$ cat src/rtl/pwm_pkg.sv
// Shared types and helpers for the multi-channel PWM generator.
//   pwm_mode_e : counter alignment mode (edge or centre aligned)
//   cnt_dir_e  : period counter direction
//   pwm_fsm_t  : counter FSM state (mode + direction), kept as one struct so
//                checkers can bind to a single signal
//   clog2      : ceiling log2, used to size the debounce divider
package pwm_pkg;

    typedef enum logic {
        PWM_EDGE   = 1'b0,
        PWM_CENTER = 1'b1
    } pwm_mode_e;

    typedef enum logic {
        UP   = 1'b0,
        DOWN = 1'b1
    } cnt_dir_e;

    typedef struct packed {
        pwm_mode_e mode;
        cnt_dir_e  dir;
    } pwm_fsm_t;

    function automatic int clog2(input int value);
        int r;
        r = 0;
        for (int i = 0; i < 31; i++) begin
            if ((1 << i) < value) r = i + 1;
        end
        return r;
    endfunction

    // Divider counter needs at least one bit even when DEB_DIV is 1.
    function automatic int deb_width(input int div);
        return (clog2(div) < 1) ? 1 : clog2(div);
    endfunction

endpackage

$ cat src/rtl/pwm_gen_multi_btn_edge_sync.sv
// Enabled two-flop button sampler with rising-edge press pulse.
//   clk, rst_n : clock, synchronous active-low reset
//   en         : sample enable (slow debounce tick)
//   d          : raw button level
//   pulse      : one-clk press pulse, only ever high while en is high
module btn_edge_sync
    import pwm_pkg::*;
(
    input  logic clk,
    input  logic rst_n,
    input  logic en,
    input  logic d,
    output logic pulse
);

    logic q1_q, q1_d;
    logic q2_q, q2_d;

    always_comb begin
        q1_d  = en ? d    : q1_q;
        q2_d  = en ? q1_q : q2_q;
        // q2 catches up with q1 on the same tick, so the pulse lasts one clk.
        pulse = q1_q & ~q2_q & en;
    end

    always_ff @(posedge clk) begin
        if (!rst_n) begin
            q1_q <= 1'b0;
            q2_q <= 1'b0;
        end else begin
            q1_q <= q1_d;
            q2_q <= q2_d;
        end
    end

endmodule

$ cat src/rtl/pwm_gen_multi.sv
// Multi-channel PWM generator with a shared period counter.
//   clk, rst_n   : clock, synchronous active-low reset
//   inc_btn      : raw increase buttons, bit c = channel c
//   dec_btn      : raw decrease buttons, bit c = channel c
//   center_mode  : 0 edge-aligned, 1 centre-aligned; taken at period boundary
//   pwm_out      : registered PWM outputs
//   duty_rd      : shadow duty of channel c at [c*CNT_W +: CNT_W]
//   period_start : one-clk pulse aligned with the first output cycle of a period
module pwm_gen_multi
    import pwm_pkg::*;
#(
    parameter int CHANNELS  = 2,
    parameter int PERIOD    = 10,
    parameter int CNT_W     = 8,
    parameter int STEP      = 1,
    parameter int INIT_DUTY = 5,
    parameter int DEB_DIV   = 2
) (
    input  logic                      clk,
    input  logic                      rst_n,
    input  logic [CHANNELS-1:0]       inc_btn,
    input  logic [CHANNELS-1:0]       dec_btn,
    input  logic                      center_mode,
    output logic [CHANNELS-1:0]       pwm_out,
    output logic [CHANNELS*CNT_W-1:0] duty_rd,
    output logic                      period_start
);

    localparam int DEB_W = deb_width(DEB_DIV);
    localparam logic [CNT_W-1:0] LAST = CNT_W'(PERIOD - 1);

    // Slow enable for button sampling.
    logic [DEB_W-1:0] deb_cnt_q, deb_cnt_d;
    logic             slow_en;

    always_comb begin
        slow_en   = (deb_cnt_q == DEB_W'(DEB_DIV - 1));
        deb_cnt_d = slow_en ? '0 : deb_cnt_q + DEB_W'(1);
    end

    // Shared period counter FSM.
    logic [CNT_W-1:0] cnt_q, cnt_d;
    pwm_fsm_t         fsm_q, fsm_d;
    logic             wrap;
    logic             period_start_q, period_start_d;

    always_comb begin
        cnt_d = cnt_q;
        fsm_d = fsm_q;
        wrap  = 1'b0;
        if (fsm_q.mode == PWM_EDGE) begin
            if (cnt_q == LAST) wrap = 1'b1;
            else               cnt_d = cnt_q + CNT_W'(1);
        end else if (fsm_q.dir == UP) begin
            // Top endpoint: turn around without moving, so it lasts 2 clk.
            if (cnt_q == LAST) fsm_d.dir = DOWN;
            else               cnt_d = cnt_q + CNT_W'(1);
        end else begin
            if (cnt_q == '0) wrap = 1'b1;
            else             cnt_d = cnt_q - CNT_W'(1);
        end
        // Every period ends by re-entering 0/up; a new mode starts cleanly here.
        if (wrap) begin
            cnt_d      = '0;
            fsm_d.dir  = UP;
            fsm_d.mode = pwm_mode_e'(center_mode);
        end
        // 0/up occurs exactly once per period in both modes.
        period_start_d = (cnt_q == '0) && (fsm_q.dir == UP);
    end

    always_ff @(posedge clk) begin
        if (!rst_n) begin
            deb_cnt_q      <= '0;
            cnt_q          <= '0;
            fsm_q          <= '{mode: PWM_EDGE, dir: UP};
            period_start_q <= 1'b0;
        end else begin
            deb_cnt_q      <= deb_cnt_d;
            cnt_q          <= cnt_d;
            fsm_q          <= fsm_d;
            period_start_q <= period_start_d;
        end
    end

    assign period_start = period_start_q;

    // Per-channel buttons, double-buffered duty and output flop.
    for (genvar c = 0; c < CHANNELS; c++) begin : gen_ch
        logic             inc_p, dec_p;
        logic [CNT_W-1:0] shadow_q, shadow_d;
        logic [CNT_W-1:0] active_q, active_d;
        logic [CNT_W:0]   up_w, dn_w;
        logic             pwm_q, pwm_d;

        btn_edge_sync u_inc (
            .clk   (clk),
            .rst_n (rst_n),
            .en    (slow_en),
            .d     (inc_btn[c]),
            .pulse (inc_p)
        );

        btn_edge_sync u_dec (
            .clk   (clk),
            .rst_n (rst_n),
            .en    (slow_en),
            .d     (dec_btn[c]),
            .pulse (dec_p)
        );

        always_comb begin
            // One extra bit so saturation never sees a wrapped value.
            up_w     = {1'b0, shadow_q} + (CNT_W+1)'(STEP);
            dn_w     = {1'b0, shadow_q} - (CNT_W+1)'(STEP);
            shadow_d = shadow_q;
            if (inc_p && !dec_p) begin
                shadow_d = (up_w > (CNT_W+1)'(PERIOD)) ? CNT_W'(PERIOD) : up_w[CNT_W-1:0];
            end else if (dec_p && !inc_p) begin
                shadow_d = dn_w[CNT_W] ? '0 : dn_w[CNT_W-1:0];
            end
            // Active duty only moves on the wrap so a period is never cut short.
            active_d = wrap ? shadow_q : active_q;
            pwm_d    = (cnt_q < active_q);
        end

        always_ff @(posedge clk) begin
            if (!rst_n) begin
                shadow_q <= CNT_W'(INIT_DUTY);
                active_q <= CNT_W'(INIT_DUTY);
                pwm_q    <= 1'b0;
            end else begin
                shadow_q <= shadow_d;
                active_q <= active_d;
                pwm_q    <= pwm_d;
            end
        end

        assign pwm_out[c]                  = pwm_q;
        assign duty_rd[c*CNT_W +: CNT_W]   = shadow_q;
    end

endmodule

$ cat config.mk
export PLATFORM = sky130hd
export DESIGN_NAME = pwm_gen_multi
export DESIGN_NICKNAME = d
export VERILOG_FILES = /design/src/rtl/pwm_pkg.sv /design/src/rtl/pwm_gen_multi_btn_edge_sync.sv /design/src/rtl/pwm_gen_multi.sv
export SDC_FILE = /design/constraint.sdc
export NUM_CORES = 1
export LEC_CHECK = 0
export ABC_AREA = 1
export CAP_MARGIN = 20
export CORE_ASPECT_RATIO = 1.1
export CORE_MARGIN = 2
export CORE_UTILIZATION = 29
export DETAILED_ROUTE_END_ITERATION = 8
export DONT_BUFFER_PORTS = 1
export SYNTH_ARGS = -nofsm -noshare
export SYNTH_HDL_FRONTEND = slang
export SYNTH_SLANG_ARGS = --single-unit
$ cat constraint.sdc
create_clock -name clk -period 1.8 [get_ports clk]
set_input_delay 0.27 -clock clk [delete_from_list [all_inputs] [get_ports clk]]
set_output_delay 0.27 -clock clk [all_outputs]
set_load 0.005 [all_outputs]
==> flow_metrics.py <==
metrics = {
    "timing": {
        "period_minus_slack_ns": 1.68,
        "tightest_slew_ns": 0.539,
        "max_freq_mhz": 595,
        "finalSetupTns_ns": 0,
        "layout_setup_ws_ns": 0.120,
        "finalHoldViolations": 0,
        "setup_viol_count_final": 0,
        "fin_crit_sh": 0.933,
        "drv_slew": 0,
        "relSlewSlack": 0.640,
        "fin_skew_ns": 0.00995,
    },
    "global_routing": {
        "grt-ovfl-total": 0,
        "first_global_vias": 2833,
        "grt_pass1_wl_mm": 13.1,
        "antenna_found_initial": 0,
        "grt_use_total": 0.131,
        "grt_start_max_net_pins": 30,
    },
    "setup_path": {
        "cp_max_fo": 7,
        "critPathLaunchType": "register",
        "crit_arrival_ns": 1.91,
        "critPathKind": "reg -> reg",
        "critPathCaptureType": "register",
        "critPathRequiredTime_ns": 2.03,
    },
    "synth": {
        "synth-seq-cells": 54,
        "synthCells": 456,
        "synth_seq_area_share": 0.329,
        "synth_cell_types": 40,
        "synthesis.area_mm2": 0.00328,
        "synth-edff-count": 0,
        "syn_area_per_cell_um2": 7.20,
        "synthArstFlopShare": 0,
        "synthFlopType": "dfxtp_1",
        "synth_adder_area_share": 0.0991,
        "synth.area.mux_share": 0.00610,
        "syn-num-nets": 489,
        "yosys.area_share.xor_xnor": 0.0454,
        "synth_top_family_by_area": "simple AND/OR/NAND/NOR gates",
        "ys.warnings.count": 0,
        "yosys.area_share.simple": 0.238,
        "synth_compound_area_frac": 0.179,
    },
    "place": {
        "port_buffers": 0,
        "place_hpwl_mm": 5.83,
        "gp_congestion": 0.886,
        "place_ws_ns": 0.118,
        "place_area_mm2": 0.00355,
    },
    "clock_network": {
        "cts-root-buf": "clkbuf_16",
        "htreeDepth": 2,
        "clock_latency_ns": 0.30,
        "post_cts_buffers": 0,
        "cts_buffers": 5,
        "cts_tree": "done",
        "post_cts_resized": 0,
        "clk_path_buf_depth": 2,
        "ctsHoldBuffers": 0,
        "clk_pin_slew_ns": 0.08,
        "cts_sinks": 54,
    },
    "drt": {
        "wl_per_cell_um": 12.6,
        "ant_nets": 0,
        "dr.pass1.iters": 4,
        "dr_total_vias": 2906,
        "drt-total-wl_mm": 7.81,
        "first_iter_violations": 153,
        "drc": 0,
        "avgViaCountPerCell": 4.69,
    },
    "final_layout": {
        "n_fill_cell": 1170,
        "layout.area.seq_mm2": 0.00108,
        "nNetsFinal": 505,
        "drive_gt1_frac": 0.131,
        "area_growth_pct": 14.2,
        "antennaDiodeCount": 0,
        "final_area_mm2": 0.00375,
        "multi_input_area_mm2": 0.00188,
    },
    "floorplanning": {
        "io_pins": 26,
        "initial_core_util": 0.300,
        "rows": 40,
        "die_w_um": 105,
        "die_y_um": 116,
        "coreArea_mm2": 0.0110,
        "die_area_mm2": 0.0122,
    },
    "power": {
        "static-leakage-power_nw": 1.63,
        "cellPowerDensity_mw_per_mm2": 729,
        "ir_worst_vdd_mv": 0.407,
    },
    "run_status": {
        "status": "finished clean",
    },
    "flow_run": {
        "drv_cap": 0,
    },
    "hold_path": {
        "min_path_type": "in -> reg",
    },
}
layer usage:
metal  wire, µm  track usage  vias to the layer above
met3        282       0.0377                        6
met1       3680        0.161                     1326
met4         94       0.0338                        0
li1           -            -                     1531
met2       3760        0.228                       43
met5          0            0                        -
Yosys cell counts (all sizes together) (2+ instances only):
cell,n,area share
nand4,6,0.011
o211ai,3,0.0099
nand3,28,0.046
nor2,54,0.065
a21oi,44,0.080
xnor2,3,0.0080
clkbuf,5,0.0057
o22ai,2,0.0038
inv,60,0.069
or2,2,0.0038
nand2,77,0.092
buf,11,0.027
dfxtp,54,0.33
a211oi,5,0.011
xor2,14,0.037
ha,26,0.099
nor4,2,0.0038
mux2i,2,0.0061
o21ai,44,0.067
nor3,8,0.012
registers in the layout, indices dropped and copies added (netlist names), 2 cells and up:
name / count
cnt_q: 8
fsm_q: 2
gen_ch.active_q: 16
gen_ch.pwm_q: 2
gen_ch.shadow_q: 16
gen_ch.u_dec.q1_q: 2
gen_ch.u_dec.q2_q: 2
gen_ch.u_inc.q1_q: 2
gen_ch.u_inc.q2_q: 2
cell families (layout without fill, tap and decap cells):
kind of cell,Yosys count,in the layout
multiplexers,2,2
flip-flops,54,54
AND/OR/NAND/NOR,179,179
AO/OA/AOI/OAI,101,101
XOR/XNOR,17,17
adder cells (fa/ha/maj),26,26
buffers and inverters,77,94
worst max-delay path: stages, from the launching register on:
cell and delay (ns):
dfxtp_1 0.32, inv_1 0.12, ha_1 0.18, nand3_2 0.10
nor2_4 0.15, inv_2 0.04, or2_1 0.23, nand2_4 0.13
buf_4 0.18, o21ai_1 0.08, a21oi_2 0.09
final timing paths:
kind,start,end,slack (ns),depth (start not counted)
hold reg to reg,gen_ch[1].u_inc.q2_q,gen_ch[1].u_inc.q2_q,0.46,2
setup reg to reg,cnt_q[1],gen_ch[1].active_q[7],0.12,10
setup / recovery,cnt_q[1],gen_ch[1].active_q[7],0.12,10
hold / removal,rst_n,gen_ch[0].active_q[0],0.05,1
cell usage in the layout (no fill, tap or decap), types with 2 or more instances in the layout:
| cell | n |
|---|---|
| nor3_1 | 8 |
| inv_2 | 3 |
| nor4_1 | 2 |
| xor2_1 | 14 |
| mux2i_1 | 2 |
| xnor2_1 | 3 |
| a21oi_2 | 11 |
| nor2_2 | 2 |
| dfxtp_2 | 2 |
| inv_1 | 56 |
| a21oi_1 | 33 |
| ha_1 | 26 |
| nor2_1 | 51 |
| nand2_4 | 2 |
| a211oi_1 | 5 |
| o21ai_1 | 12 |
| dfxtp_1 | 52 |
| nand3_1 | 25 |
| clkbuf_16 | 6 |
| buf_4 | 23 |
| o21ai_0 | 32 |
| o22ai_1 | 2 |
| nand3_2 | 3 |
| nand4_1 | 6 |
| nand2_1 | 74 |
| o211ai_2 | 2 |
metrics by stage:
stage	power, mW	hold slack, ns	util	cells
final	2.73	0.0509	0.342	620
after global routing	2.87	0.0371	0.342	620
after CTS	2.75	0.0462	0.338	619
after global placement	1.72	0.351	0.324	611
after detailed placement	1.73	0.358	0.324	611
after floorplan	1.62	0.405	-	456
power by group:
| group | total, mW | internal (mW) | switching [mW] |
|---|---|---|---|
| registers | 1.29 | 1.24 | 0.0515 |
| logic | 0.416 | 0.168 | 0.249 |
| clock network | 1.02 | 0.560 | 0.464 |
layout make-up:
| class | instances | area share |
|---|---|---|
| clock buffers | 6 | 0.0370 |
| clock inverters | 2 | 0.00434 |
| inverters | 61 | 0.0617 |
| multi-input cells | 325 | 0.501 |
| flip-flops and latches | 54 | 0.289 |
| well taps | 147 | 0.0491 |
| repair buffers | 25 | 0.0581 |
No activity file was read; power rests on OpenSTA's default activity.
